<file path="src/rtl/rat_pkg.sv">
// Shared types and encodings for the extended RAT control unit.
package rat_pkg;

    localparam int unsigned OP_W       = 7;
    localparam int unsigned ALU_CODE_W = 4;
    localparam int unsigned CNT_W      = 3;

    typedef enum logic [2:0] {ST_INIT, ST_FETCH, ST_EXEC, ST_WAIT, ST_INTR} state_t;
    typedef enum logic [1:0] {CLS_SIMPLE, CLS_READ, CLS_ILLEGAL} iclass_t;

    // Register-format opcodes {hi5, lo2}
    localparam logic [OP_W-1:0] OP_AND   = 7'b0000000, OP_OR    = 7'b0000001;
    localparam logic [OP_W-1:0] OP_EXOR  = 7'b0000010, OP_TEST  = 7'b0000011;
    localparam logic [OP_W-1:0] OP_ADD   = 7'b0000100, OP_ADDC  = 7'b0000101;
    localparam logic [OP_W-1:0] OP_SUB   = 7'b0000110, OP_SUBC  = 7'b0000111;
    localparam logic [OP_W-1:0] OP_CMP   = 7'b0001000, OP_MOV   = 7'b0001001;
    localparam logic [OP_W-1:0] OP_LD    = 7'b0001010, OP_ST    = 7'b0001011;
    localparam logic [OP_W-1:0] OP_BRN   = 7'b0010000, OP_CALL  = 7'b0010001;
    localparam logic [OP_W-1:0] OP_BREQ  = 7'b0010010, OP_BRNE  = 7'b0010011;
    localparam logic [OP_W-1:0] OP_BRCS  = 7'b0010100, OP_BRCC  = 7'b0010101;
    localparam logic [OP_W-1:0] OP_LSL   = 7'b0100000, OP_LSR   = 7'b0100001;
    localparam logic [OP_W-1:0] OP_ROL   = 7'b0100010, OP_ROR   = 7'b0100011;
    localparam logic [OP_W-1:0] OP_ASR   = 7'b0100100, OP_PUSH  = 7'b0100101;
    localparam logic [OP_W-1:0] OP_POP   = 7'b0100110, OP_WSP   = 7'b0101000;
    localparam logic [OP_W-1:0] OP_CLC   = 7'b0110000, OP_SEC   = 7'b0110001;
    localparam logic [OP_W-1:0] OP_RET   = 7'b0110010, OP_SEI   = 7'b0110100;
    localparam logic [OP_W-1:0] OP_CLI   = 7'b0110101, OP_RETID = 7'b0110110;
    localparam logic [OP_W-1:0] OP_RETIE = 7'b0110111;

    // Immediate-format opcodes: only hi5 matters, compare after masking lo2
    localparam logic [OP_W-1:0] OP_IMM_MASK = 7'b1111100;
    localparam logic [OP_W-1:0] OP_AND_I  = 7'b1000000, OP_OR_I   = 7'b1000100;
    localparam logic [OP_W-1:0] OP_EXOR_I = 7'b1001000, OP_TEST_I = 7'b1001100;
    localparam logic [OP_W-1:0] OP_ADD_I  = 7'b1010000, OP_ADDC_I = 7'b1010100;
    localparam logic [OP_W-1:0] OP_SUB_I  = 7'b1011000, OP_SUBC_I = 7'b1011100;
    localparam logic [OP_W-1:0] OP_CMP_I  = 7'b1100000, OP_IN_I   = 7'b1100100;
    localparam logic [OP_W-1:0] OP_OUT_I  = 7'b1101000, OP_MOV_I  = 7'b1101100;
    localparam logic [OP_W-1:0] OP_LD_I   = 7'b1110000, OP_ST_I   = 7'b1110100;

    localparam logic [ALU_CODE_W-1:0] ALU_ADD  = 4'd0,  ALU_ADDC = 4'd1,  ALU_SUB  = 4'd2;
    localparam logic [ALU_CODE_W-1:0] ALU_SUBC = 4'd3,  ALU_CMP  = 4'd4,  ALU_AND  = 4'd5;
    localparam logic [ALU_CODE_W-1:0] ALU_OR   = 4'd6,  ALU_EXOR = 4'd7,  ALU_TEST = 4'd8;
    localparam logic [ALU_CODE_W-1:0] ALU_LSL  = 4'd9,  ALU_LSR  = 4'd10, ALU_ROL  = 4'd11;
    localparam logic [ALU_CODE_W-1:0] ALU_ROR  = 4'd12, ALU_ASR  = 4'd13, ALU_MOV  = 4'd14;

    localparam logic [1:0] PC_MUX_IMM = 2'd0, PC_MUX_SCR = 2'd1, PC_MUX_INTR = 2'd2;
    localparam logic [1:0] RF_SEL_ALU = 2'd0, RF_SEL_SCR = 2'd1, RF_SEL_SP = 2'd2, RF_SEL_IN = 2'd3;
    localparam logic [1:0] SCR_ADR_Y  = 2'd0, SCR_ADR_IMM = 2'd1, SCR_ADR_SP = 2'd2, SCR_ADR_SPM1 = 2'd3;
    localparam logic       SCR_DAT_X  = 1'b0, SCR_DAT_PC = 1'b1;

    typedef struct packed {
        logic                  i_set;
        logic                  i_clr;
        logic                  pc_ld;
        logic                  pc_inc;
        logic [1:0]            pc_mux_sel;
        logic                  alu_opy_sel;
        logic [ALU_CODE_W-1:0] alu_sel;
        logic                  rf_wr;
        logic [1:0]            rf_wr_sel;
        logic                  sp_ld;
        logic                  sp_incr;
        logic                  sp_decr;
        logic                  scr_we;
        logic [1:0]            scr_addr_sel;
        logic                  scr_data_sel;
        logic                  flg_c_set;
        logic                  flg_c_clr;
        logic                  flg_c_ld;
        logic                  flg_z_ld;
        logic                  flg_ld_sel;
        logic                  flg_shad_ld;
        logic                  rst;
        logic                  io_strb;
        logic                  illegal;
    } ctrl_t;

endpackage

</file>
<file path="src/rtl/rat_decode.sv">
// Combinational opcode decoder: instruction class plus the controls an
// instruction asserts in its final (commit) cycle.
module rat_decode
    import rat_pkg::*;
(
    input  logic [4:0] opcode_hi_5,
    input  logic [1:0] opcode_lo_2,
    input  logic       c,
    input  logic       z,
    output iclass_t    iclass,
    output ctrl_t      ctl
);

    logic [OP_W-1:0]       op;
    logic                  alu_en;
    logic [ALU_CODE_W-1:0] alu_code;

    assign op = {opcode_hi_5, opcode_lo_2};

    always_comb begin
        ctl      = '0;
        iclass   = CLS_SIMPLE;
        alu_en   = 1'b0;
        alu_code = ALU_ADD;
        if (op[6]) begin
            case (op & OP_IMM_MASK)
                OP_AND_I:  begin alu_en = 1'b1; alu_code = ALU_AND;  end
                OP_OR_I:   begin alu_en = 1'b1; alu_code = ALU_OR;   end
                OP_EXOR_I: begin alu_en = 1'b1; alu_code = ALU_EXOR; end
                OP_TEST_I: begin alu_en = 1'b1; alu_code = ALU_TEST; end
                OP_ADD_I:  begin alu_en = 1'b1; alu_code = ALU_ADD;  end
                OP_ADDC_I: begin alu_en = 1'b1; alu_code = ALU_ADDC; end
                OP_SUB_I:  begin alu_en = 1'b1; alu_code = ALU_SUB;  end
                OP_SUBC_I: begin alu_en = 1'b1; alu_code = ALU_SUBC; end
                OP_CMP_I:  begin alu_en = 1'b1; alu_code = ALU_CMP;  end
                OP_MOV_I:  begin alu_en = 1'b1; alu_code = ALU_MOV;  end
                OP_IN_I:   begin ctl.rf_wr = 1'b1; ctl.rf_wr_sel = RF_SEL_IN; end
                OP_OUT_I:  ctl.io_strb = 1'b1;
                OP_LD_I:   begin
                    iclass = CLS_READ; ctl.scr_addr_sel = SCR_ADR_IMM;
                    ctl.rf_wr = 1'b1; ctl.rf_wr_sel = RF_SEL_SCR;
                end
                OP_ST_I:   begin ctl.scr_we = 1'b1; ctl.scr_addr_sel = SCR_ADR_IMM; end
                default:   iclass = CLS_ILLEGAL;
            endcase
        end else begin
            case (op)
                OP_AND:  begin alu_en = 1'b1; alu_code = ALU_AND;  end
                OP_OR:   begin alu_en = 1'b1; alu_code = ALU_OR;   end
                OP_EXOR: begin alu_en = 1'b1; alu_code = ALU_EXOR; end
                OP_TEST: begin alu_en = 1'b1; alu_code = ALU_TEST; end
                OP_ADD:  begin alu_en = 1'b1; alu_code = ALU_ADD;  end
                OP_ADDC: begin alu_en = 1'b1; alu_code = ALU_ADDC; end
                OP_SUB:  begin alu_en = 1'b1; alu_code = ALU_SUB;  end
                OP_SUBC: begin alu_en = 1'b1; alu_code = ALU_SUBC; end
                OP_CMP:  begin alu_en = 1'b1; alu_code = ALU_CMP;  end
                OP_MOV:  begin alu_en = 1'b1; alu_code = ALU_MOV;  end
                OP_LSL:  begin alu_en = 1'b1; alu_code = ALU_LSL;  end
                OP_LSR:  begin alu_en = 1'b1; alu_code = ALU_LSR;  end
                OP_ROL:  begin alu_en = 1'b1; alu_code = ALU_ROL;  end
                OP_ROR:  begin alu_en = 1'b1; alu_code = ALU_ROR;  end
                OP_ASR:  begin alu_en = 1'b1; alu_code = ALU_ASR;  end
                OP_LD:   begin
                    iclass = CLS_READ; ctl.scr_addr_sel = SCR_ADR_Y;
                    ctl.rf_wr = 1'b1; ctl.rf_wr_sel = RF_SEL_SCR;
                end
                OP_ST:   begin ctl.scr_we = 1'b1; ctl.scr_addr_sel = SCR_ADR_Y; end
                OP_BRN:  ctl.pc_ld = 1'b1;
                OP_BREQ: ctl.pc_ld = z;
                OP_BRNE: ctl.pc_ld = ~z;
                OP_BRCS: ctl.pc_ld = c;
                OP_BRCC: ctl.pc_ld = ~c;
                OP_CALL: begin
                    ctl.pc_ld = 1'b1; ctl.sp_decr = 1'b1; ctl.scr_we = 1'b1;
                    ctl.scr_data_sel = SCR_DAT_PC; ctl.scr_addr_sel = SCR_ADR_SPM1;
                end
                OP_PUSH: begin
                    ctl.sp_decr = 1'b1; ctl.scr_we = 1'b1;
                    ctl.scr_data_sel = SCR_DAT_X; ctl.scr_addr_sel = SCR_ADR_SPM1;
                end
                OP_POP:  begin
                    iclass = CLS_READ; ctl.scr_addr_sel = SCR_ADR_SP; ctl.sp_incr = 1'b1;
                    ctl.rf_wr = 1'b1; ctl.rf_wr_sel = RF_SEL_SCR;
                end
                OP_RET, OP_RETID, OP_RETIE: begin
                    iclass = CLS_READ; ctl.scr_addr_sel = SCR_ADR_SP; ctl.sp_incr = 1'b1;
                    ctl.pc_ld = 1'b1; ctl.pc_mux_sel = PC_MUX_SCR;
                    // Interrupt returns restore C/Z from the shadow copy
                    if (op != OP_RET) begin
                        ctl.flg_ld_sel = 1'b1; ctl.flg_c_ld = 1'b1; ctl.flg_z_ld = 1'b1;
                        ctl.i_set = (op == OP_RETIE);
                        ctl.i_clr = (op == OP_RETID);
                    end
                end
                OP_WSP:  ctl.sp_ld = 1'b1;
                OP_CLC:  ctl.flg_c_clr = 1'b1;
                OP_SEC:  ctl.flg_c_set = 1'b1;
                OP_SEI:  ctl.i_set = 1'b1;
                OP_CLI:  ctl.i_clr = 1'b1;
                default: iclass = CLS_ILLEGAL;
            endcase
        end

        // Shared ALU write-back and flag policy
        if (alu_en) begin
            ctl.alu_sel     = alu_code;
            ctl.alu_opy_sel = op[6];
            case (alu_code)
                ALU_AND, ALU_OR, ALU_EXOR: begin
                    ctl.rf_wr = 1'b1; ctl.flg_c_clr = 1'b1; ctl.flg_z_ld = 1'b1;
                end
                ALU_TEST: begin ctl.flg_c_clr = 1'b1; ctl.flg_z_ld = 1'b1; end
                ALU_CMP:  begin ctl.flg_c_ld = 1'b1; ctl.flg_z_ld = 1'b1; end
                ALU_MOV:  ctl.rf_wr = 1'b1;
                default: begin
                    ctl.rf_wr = 1'b1; ctl.flg_c_ld = 1'b1; ctl.flg_z_ld = 1'b1;
                end
            endcase
        end
    end

endmodule

</file>
<file path="src/rtl/rat_control_unit_ext.sv">
// Extended RAT MCU control FSM: fetch/exec, scratch-read wait states,
// interrupt entry and illegal-opcode handling.
module rat_control_unit_ext
    import rat_pkg::*;
#(
    parameter int unsigned SCR_WAIT    = 0,
    parameter bit          ILLEGAL_RST = 1'b1,
    parameter int unsigned ALU_SEL_W   = 4
) (
    input  logic                 CLK,
    input  logic                 RESET,
    input  logic                 C,
    input  logic                 Z,
    input  logic                 INT,
    input  logic [4:0]           OPCODE_HI_5,
    input  logic [1:0]           OPCODE_LO_2,
    output logic                 I_SET,
    output logic                 I_CLR,
    output logic                 PC_LD,
    output logic                 PC_INC,
    output logic [1:0]           PC_MUX_SEL,
    output logic                 ALU_OPY_SEL,
    output logic [ALU_SEL_W-1:0] ALU_SEL,
    output logic                 RF_WR,
    output logic [1:0]           RF_WR_SEL,
    output logic                 SP_LD,
    output logic                 SP_INCR,
    output logic                 SP_DECR,
    output logic                 SCR_WE,
    output logic [1:0]           SCR_ADDR_SEL,
    output logic                 SCR_DATA_SEL,
    output logic                 FLG_C_SET,
    output logic                 FLG_C_CLR,
    output logic                 FLG_C_LD,
    output logic                 FLG_Z_LD,
    output logic                 FLG_LD_SEL,
    output logic                 FLG_SHAD_LD,
    output logic                 RST,
    output logic                 IO_STRB,
    output logic                 ILLEGAL
);

    state_t            st_q, st_d;
    logic [CNT_W-1:0]  cnt_q, cnt_d;
    iclass_t           iclass;
    ctrl_t             dec_ctl, ctl;
    logic              last;

    rat_decode u_decode (
        .opcode_hi_5 (OPCODE_HI_5),
        .opcode_lo_2 (OPCODE_LO_2),
        .c           (C),
        .z           (Z),
        .iclass      (iclass),
        .ctl         (dec_ctl)
    );

    always_ff @(posedge CLK) begin
        if (RESET) begin
            st_q  <= ST_INIT;
            cnt_q <= '0;
        end else begin
            st_q  <= st_d;
            cnt_q <= cnt_d;
        end
    end

    always_comb begin
        st_d  = st_q;
        cnt_d = cnt_q;
        ctl   = '0;
        last  = 1'b0;
        case (st_q)
            ST_INIT: begin
                ctl.rst = 1'b1;
                st_d    = ST_FETCH;
            end
            ST_FETCH: begin
                ctl.pc_inc = 1'b1;
                st_d       = ST_EXEC;
            end
            ST_EXEC: begin
                if (iclass == CLS_ILLEGAL) begin
                    ctl.illegal = 1'b1;
                    ctl.rst     = ILLEGAL_RST;
                    last        = 1'b1;
                end else if (iclass == CLS_READ && SCR_WAIT != 0) begin
                    ctl.scr_addr_sel = dec_ctl.scr_addr_sel;
                    cnt_d            = CNT_W'(SCR_WAIT);
                    st_d             = ST_WAIT;
                end else begin
                    ctl  = dec_ctl;
                    last = 1'b1;
                end
            end
            ST_WAIT: begin
                cnt_d = cnt_q - CNT_W'(1);
                // Address stays put; commit only when the data is valid
                if (cnt_q == CNT_W'(1)) begin
                    ctl  = dec_ctl;
                    last = 1'b1;
                end else begin
                    ctl.scr_addr_sel = dec_ctl.scr_addr_sel;
                end
            end
            ST_INTR: begin
                ctl.pc_ld        = 1'b1;
                ctl.pc_mux_sel   = PC_MUX_INTR;
                ctl.sp_decr      = 1'b1;
                ctl.scr_we       = 1'b1;
                ctl.scr_data_sel = SCR_DAT_PC;
                ctl.scr_addr_sel = SCR_ADR_SPM1;
                ctl.flg_shad_ld  = 1'b1;
                ctl.i_clr        = 1'b1;
                st_d             = ST_FETCH;
            end
            default: st_d = ST_INIT;
        endcase

        if (last) begin
            st_d = INT ? ST_INTR : ST_FETCH;
        end
        // A reset cycle never writes, pushes or touches flags
        if (RESET) begin
            ctl = '0;
        end
    end

    assign I_SET        = ctl.i_set;
    assign I_CLR        = ctl.i_clr;
    assign PC_LD        = ctl.pc_ld;
    assign PC_INC       = ctl.pc_inc;
    assign PC_MUX_SEL   = ctl.pc_mux_sel;
    assign ALU_OPY_SEL  = ctl.alu_opy_sel;
    assign ALU_SEL      = ALU_SEL_W'(ctl.alu_sel);
    assign RF_WR        = ctl.rf_wr;
    assign RF_WR_SEL    = ctl.rf_wr_sel;
    assign SP_LD        = ctl.sp_ld;
    assign SP_INCR      = ctl.sp_incr;
    assign SP_DECR      = ctl.sp_decr;
    assign SCR_WE       = ctl.scr_we;
    assign SCR_ADDR_SEL = ctl.scr_addr_sel;
    assign SCR_DATA_SEL = ctl.scr_data_sel;
    assign FLG_C_SET    = ctl.flg_c_set;
    assign FLG_C_CLR    = ctl.flg_c_clr;
    assign FLG_C_LD     = ctl.flg_c_ld;
    assign FLG_Z_LD     = ctl.flg_z_ld;
    assign FLG_LD_SEL   = ctl.flg_ld_sel;
    assign FLG_SHAD_LD  = ctl.flg_shad_ld;
    assign RST          = ctl.rst;
    assign IO_STRB      = ctl.io_strb;
    assign ILLEGAL      = ctl.illegal;

endmodule
</file>
<file path="config.mk">
export PLATFORM = sky130hd
export DESIGN_NAME = rat_control_unit_ext
export DESIGN_NICKNAME = d
export VERILOG_FILES = /design/src/rtl/rat_pkg.sv /design/src/rtl/rat_decode.sv /design/src/rtl/rat_control_unit_ext.sv
export SDC_FILE = /design/constraint.sdc
export NUM_CORES = 1
export LEC_CHECK = 0
export CORE_MARGIN = 4
export CORE_UTILIZATION = 30
export CTS_BUF_LIST = sky130_fd_sc_hd__clkbuf_8
export DETAILED_ROUTE_END_ITERATION = 16
export GPL_TIMING_DRIVEN = 0
export HOLD_SLACK_MARGIN = 0.15
export PLACE_DENSITY = 0.64
export SYNTH_ARGS = -nofsm -noshare
export SYNTH_HDL_FRONTEND = slang
export SYNTH_SLANG_ARGS = --single-unit
</file>
<file path="constraint.sdc">
create_clock -name CLK -period 7.9 [get_ports CLK]
set_clock_uncertainty 0.05 [all_clocks]
set_input_delay 2.37 -clock CLK [delete_from_list [all_inputs] [get_ports CLK]]
set_output_delay 2.37 -clock CLK [all_outputs]
set_load 0.05 [all_outputs]
</file>
Yosys cells after proc, flatten, opt, wreduce, memory -nomap -nowiden
Index checks and enable logic that the tools add are counted.
- RAM bits: 0
- output and inout bits: 30
- ROM bits: 0
- logic and storage cells: 147
- bits in registers: 6
- latch bits: 0
- bits of input ports: 12
- memories: 0
- bitwise logic cells: 2
- $mul: 0
- divide/modulo/power cells: 0
- muxes and demuxes: 63
- add/subtract/negate cells: 1
- order comparisons: 0
- reductions and logical operators: 19
- shift-type cells: 0
- equality and inequality tests: 60
- operators with widths (operator ; number):
    $eq 7x6->1 const B ; 15
    $eq 5x5->1 const B ; 14
    $pmux 4 s14 ; 1
    $eq 7x5->1 const B ; 6
    $pmux 4 s9 ; 1
    $mux 3 ; 10
    $mux 30 ; 1
    $eq 7x3->1 const B ; 4
    $eq 7x4->1 const B ; 4
    $reduce_or 28->1 ; 1
    $mux 27 ; 1
    $mux 1 ; 22
    $pmux 10 s2 ; 1
    $mux 18 ; 1
    $eq 4x3->1 const B ; 4
    $pmux 2 s2 ; 4
    $pmux 5 s3 ; 1
    $reduce_or 15->1 ; 1
    $reduce_or 5->1 ; 3
    $eq 7x2->1 const B ; 2
    $reduce_or 13->1 ; 1
    $mux 6 ; 2
    $pmux 2 s3 ; 2
    $reduce_or 2->1 ; 6
    other kinds (24) ; 37

Logic depth before layout (Yosys ltp)
- word-level depth: 10
- mapped depth: 9
- depth with buffers taken out: 8

Hierarchy
Synthesis repeated with hierarchy kept, for this count alone.
- cell total of the unflattened synthesis: 230
- area, all modules: 1576.5 um2
- by module, submodules not included (module ; cells each ; area each (um2) ; times used ; sequential area each (um2)):
    rat_decode ; 146 ; 954.7 ; 1 ; 0.0
    rat_control_unit_ext ; 84 ; 621.8 ; 1 ; 120.1

Worst setup path after synthesis
No wires, ideal clock.
- kind: input port to output port
- start point: in OPCODE_HI_5[1]
- end point: out RST
- path buffers: 1
- data required time: 5480 ps
- stages on the path: 6
- arrival: 5690 ps
- setup slack: -210 ps
- path through: buf_2 > and3b_1 > o211ai_1 > nand3_2 > o21a_1 > a2111oi_0
- cells in the longest elaborated chain, start to end: 8
- elaborated cells on any way between the ends: 57
- classes of those cells: 47 x eq/ne; 6 x mux; 4 x reduce/logical
- RTL lines (what ; line ; text):
    start: declaration ; rat_control_unit_ext.sv:15 ; input logic [4:0] OPCODE_HI_5,
    $eq 7x6->1 (tied with other cells) ; rat_decode.sv:47 ; case (op)
    $reduce_or 28->1 (no line) (tied with other cells) ; n/a ;
    $pmux 2 s2, on equally long branches ; rat_decode.sv:47, rat_decode.sv:26 ;
    $mux 2 * ; rat_decode.sv:25 ; if (op[6]) begin
    $eq 2x2->1 * ; rat_control_unit_ext.sv:83 ; if (iclass == CLS_ILLEGAL) begin
    $mux 1 * ; n/a ;
    $pmux 1 s3 * ; rat_control_unit_ext.sv:73 ; case (st_q)
    $mux 30 * ; rat_control_unit_ext.sv:124 ; if (RESET) begin
    end: declaration ; rat_control_unit_ext.sv:38 ; output logic RST,
Mark *: on every way between the ends. The rest lies on a longest branch, timed or not.

Worst setup path after layout
- start point: in OPCODE_LO_2[0]
- end point: out SP_DECR
- cells in the longest elaborated chain, start to end: 8
- elaborated cells on any way between the ends: 45
- classes of those cells: 33 x eq/ne; 8 x mux; 4 x reduce/logical
- RTL lines (what ; line ; text):
    start: declaration ; rat_control_unit_ext.sv:16 ; input logic [1:0] OPCODE_LO_2,
    $eq 7x6->1 (tied with other cells) ; rat_decode.sv:47 ;
    $reduce_or 28->1 (no line) or $reduce_or 5->1 (tied branches) ; n/a ;
    $pmux 2 s2 ; rat_decode.sv:47 ;
    $mux 2 ; rat_decode.sv:25 ;
    $eq 2x2->1 ; rat_control_unit_ext.sv:83 ;
    $mux 27 ; rat_control_unit_ext.sv:83 ;
    $pmux 5 s3 * ; rat_control_unit_ext.sv:73 ;
    $mux 30 * ; rat_control_unit_ext.sv:124 ;
    end: declaration ; rat_control_unit_ext.sv:28 ; output logic SP_DECR,
Marks and branches as above.

==> impl_metrics.json <==
{
  "fin_crit_ns": 7.73,
  "syn2layout_area_growth_pct": 42.8,
  "cts_root_buf": "clkbuf_8",
  "crit_buf_inv": 4,
  "clk_pin_slew_ns": 0.03,
  "synth_top_family_by_area": "simple AND/OR/NAND/NOR gates",
  "synth_cell_types": 58,
  "use_met1_pct": 24.0,
  "final_cell_mix": "nor2_1 (27), dlymetal6s2s_1 (24), clkdlybuf4s50_1 (17)",
  "num_io_pins": 42,
  "synth-compound-area-share_pct": 30.3,
  "tightest_slew_ns": 0.546,
  "final_common_cell": "nor2_1",
  "hold_viol": 0,
  "grt_pass1_wl_um": 7670,
  "start_util_pct": 31.2,
  "wl_per_cell_um": 14.9,
  "cp.required_ns": 5.48,
  "critPathTopFamily": "buffers and inverters",
  "total_power_uw": 158,
  "drc": 0,
  "slew_viol_final": 0,
  "drive_above_1_share_pct": 11.4,
  "drt_iter0_drc": 127,
  "powerDensity_mw_per_mm2": 80.9,
  "avgSynthCellArea_um2": 6.48,
  "grt.overflow.total": 0,
  "grt_setup_unrepaired": "false",
  "first_global_vias": 1683,
  "slew_headroom_pct": 63.1,
  "h-tree-depth": 1,
  "cap_violations": 0,
  "clockBufferDepth": 2,
  "die_w_um": 75.5,
  "status": "finished, final reports clean",
  "min_period_over_period_pct": 97.9,
  "dp_cells": 304,
  "rr_endpoint": "cnt_q[2]",
  "synth_edf_count": 0,
  "reg2reg_depth": 5,
  "synth_seq_cells": 6,
  "final.setup.tns_ns": 0,
  "final_cell_area_mm2": 0.00195,
  "fin_nets": 271,
  "viasPerCell": 5.64,
  "clock-sinks": 6,
  "postCtsSetupBuffers": 0,
  "grt_max_degree": 11,
  "antenna_found_initial": 0,
  "ys_seq_area_share_pct": 8.79,
  "synthCells": 211,
  "fillers": 451,
  "worstHoldStart": "cnt_q[1]",
  "synth-simple-area-share_pct": 42.3,
  "port_buffers": 41,
  "p_leak_uw": 0.00110,
  "crit_arrival_ns": 5.31,
  "cp_cell_sequence": "clkdlybuf4s50_1, buf_2, buf_2, or3b_2, nor3_1, o21ai_0, nand2_1, clkdlybuf4s50_1",
  "synthArstFlopShare_pct": 0,
  "dieArea_mm2": 0.00570,
  "globalplace.congestion": 0.914,
  "n_antenna_cell": 0,
  "placed_area_mm2": 0.00184,
  "cts_inserted_buffers": 3,
  "synth_xor_area_share_pct": 4.49,
  "fin_cells": 307,
  "insertion_delay_ns": 0.22,
  "final_core_util_pct": 44.5,
  "dp_hpwl_um": 3470,
  "cts_tree": "built",
  "die_y_um": 75.5,
  "rr_startpoint": "st_q[1]",
  "design.core.area_mm2": 0.00438,
  "crit_path_end_kind": "primary output",
  "syn-num-nets": 225,
  "synthFlopType": "dfxtp_1",
  "synth.cell_area_mm2": 0.00137,
  "wl_um": 4570,
  "min_to": "cnt_q[1]",
  "vias": 1732,
  "max_clock_freq_mhz": 129,
  "ir_drop_mv": 0.127,
  "drt_pass1_iterations": 4,
  "gr-usage-all-layers_pct": 16.7,
  "worstSetupStartpointType": "input port",
  "setup_viol": 0,
  "grtUsageMet2_pct": 25.9,
  "ant_nets": 0,
  "ys_warn_count": 0,
  "use_met3_pct": 3.03,
  "grt-busiest-layer": "met2",
  "synthAdderAreaFrac_pct": 1.83,
  "synthMuxAreaShare_pct": 2.93,
  "slowest_delay_ns": 0.80,
  "crit_type": "in -> out",
  "cp_max_fo": 10,
  "hold_class": "reg -> reg",
  "cpMaxStageDelayCell": "clkdlybuf4s50_1",
  "placementRows": 24,
  "ff2ff_setup_slack_ns": 6.65,
  "holdPathStages": 2
}
==> sequential cells by signal, indices dropped and copies added (netlist names) <==
name and flops:
cnt_q 3, st_q 3
==> layer usage <==
metal | part of all wire (%) | up-vias
li1 | - | 857
met1 | 45 | 777
met2 | 44 | 91
met3 | 10 | 7
met4 | 1.6 | 0
met5 | 0 | -
==> layout make-up <==
cell class,count,area (um^2),share of cell area (%)
Buffer,18,87.6,4.49
Clock buffer,3,41.3,2.12
Inverter,11,41.3,2.12
Multi-Input combinational cell,176,1120,57.7
Sequential cell,6,120,6.16
Tap cell,52,65.1,3.34
Timing Repair Buffer,41,470,24.1
==> through the flow <==
step	hold slack [ns]	worst slack, ns
after floorplan	0.423	0.449
after global placement	0.439	0.0359
after detailed placement	0.443	0.0426
after CTS	0.447	0.0416
after global routing	0.498	0.0406
final	0.444	0.167
==> worst min-delay path, delay by kind of cell (launching register included) <==
kind / cells / cell delay [ns]
flops: 1 / 0.30
simple gates: 1 / 0.09
compound gates: 1 / 0.05
==> cell families after synthesis <==
kind of cell    Yosys count
buf+inv                  29
fa+ha+maj                 2
flops                     6
xor+xnor                  7
simple gates            104
mux                       4
compound gates           59
==> power by group <==
| part | internal (uW) | switching [uW] | total (uW) |
|---|---|---|---|
| clock | 32.6 | 12.2 | 44.9 |
| combinational | 30.5 | 48.0 | 78.5 |
| sequential | 32.3 | 2.24 | 34.5 |
| total | 95.4 | 62.5 | 158 |
==> Yosys cell counts (all sizes together) (2+ instances only) <==
cell,number,area [um^2]
a211oi,2,15.0
a21oi,13,65.1
a31oi,6,37.5
a32oi,2,17.5
and2,3,18.8
buf,13,67.6
clkbuf,5,18.8
dfxtp,6,120
ha,2,25.0
inv,11,41.3
mux2i,4,40.0
nand2,15,56.3
nand2b,5,31.3
nand3,6,35.0
nand4,2,12.5
nor2,28,108
nor2b,12,75.1
nor3,10,55.1
nor3b,3,22.5
nor4,4,37.5
nor4b,2,17.5
o211ai,4,30.0
o21ai,10,50.1
o22ai,3,18.8
o31a,2,17.5
o31ai,4,30.0
or2,2,12.5
or3,3,18.8
or3b,2,17.5
xnor2,5,43.8
xor2,2,17.5
==> worst max path at each step <==
stage / cells after the start / from / end
floorplan: 6 / OPCODE_HI_5[1] / RST
global route: 8 / OPCODE_LO_2[0] / SP_DECR
global placement: 8 / OPCODE_HI_5[2] / I_CLR
CTS: 8 / OPCODE_HI_5[2] / I_CLR
detailed placement: 9 / OPCODE_HI_5[1] / FLG_C_CLR
finish: 8 / OPCODE_LO_2[0] / SP_DECR
==> what timing repair did <==
item | CTS | global route
resized for setup | 0 | 26
hold buffers | 0 | 0
endpoints found under the setup margin | 0 | 24
Power figures use the tool's default switching activity.
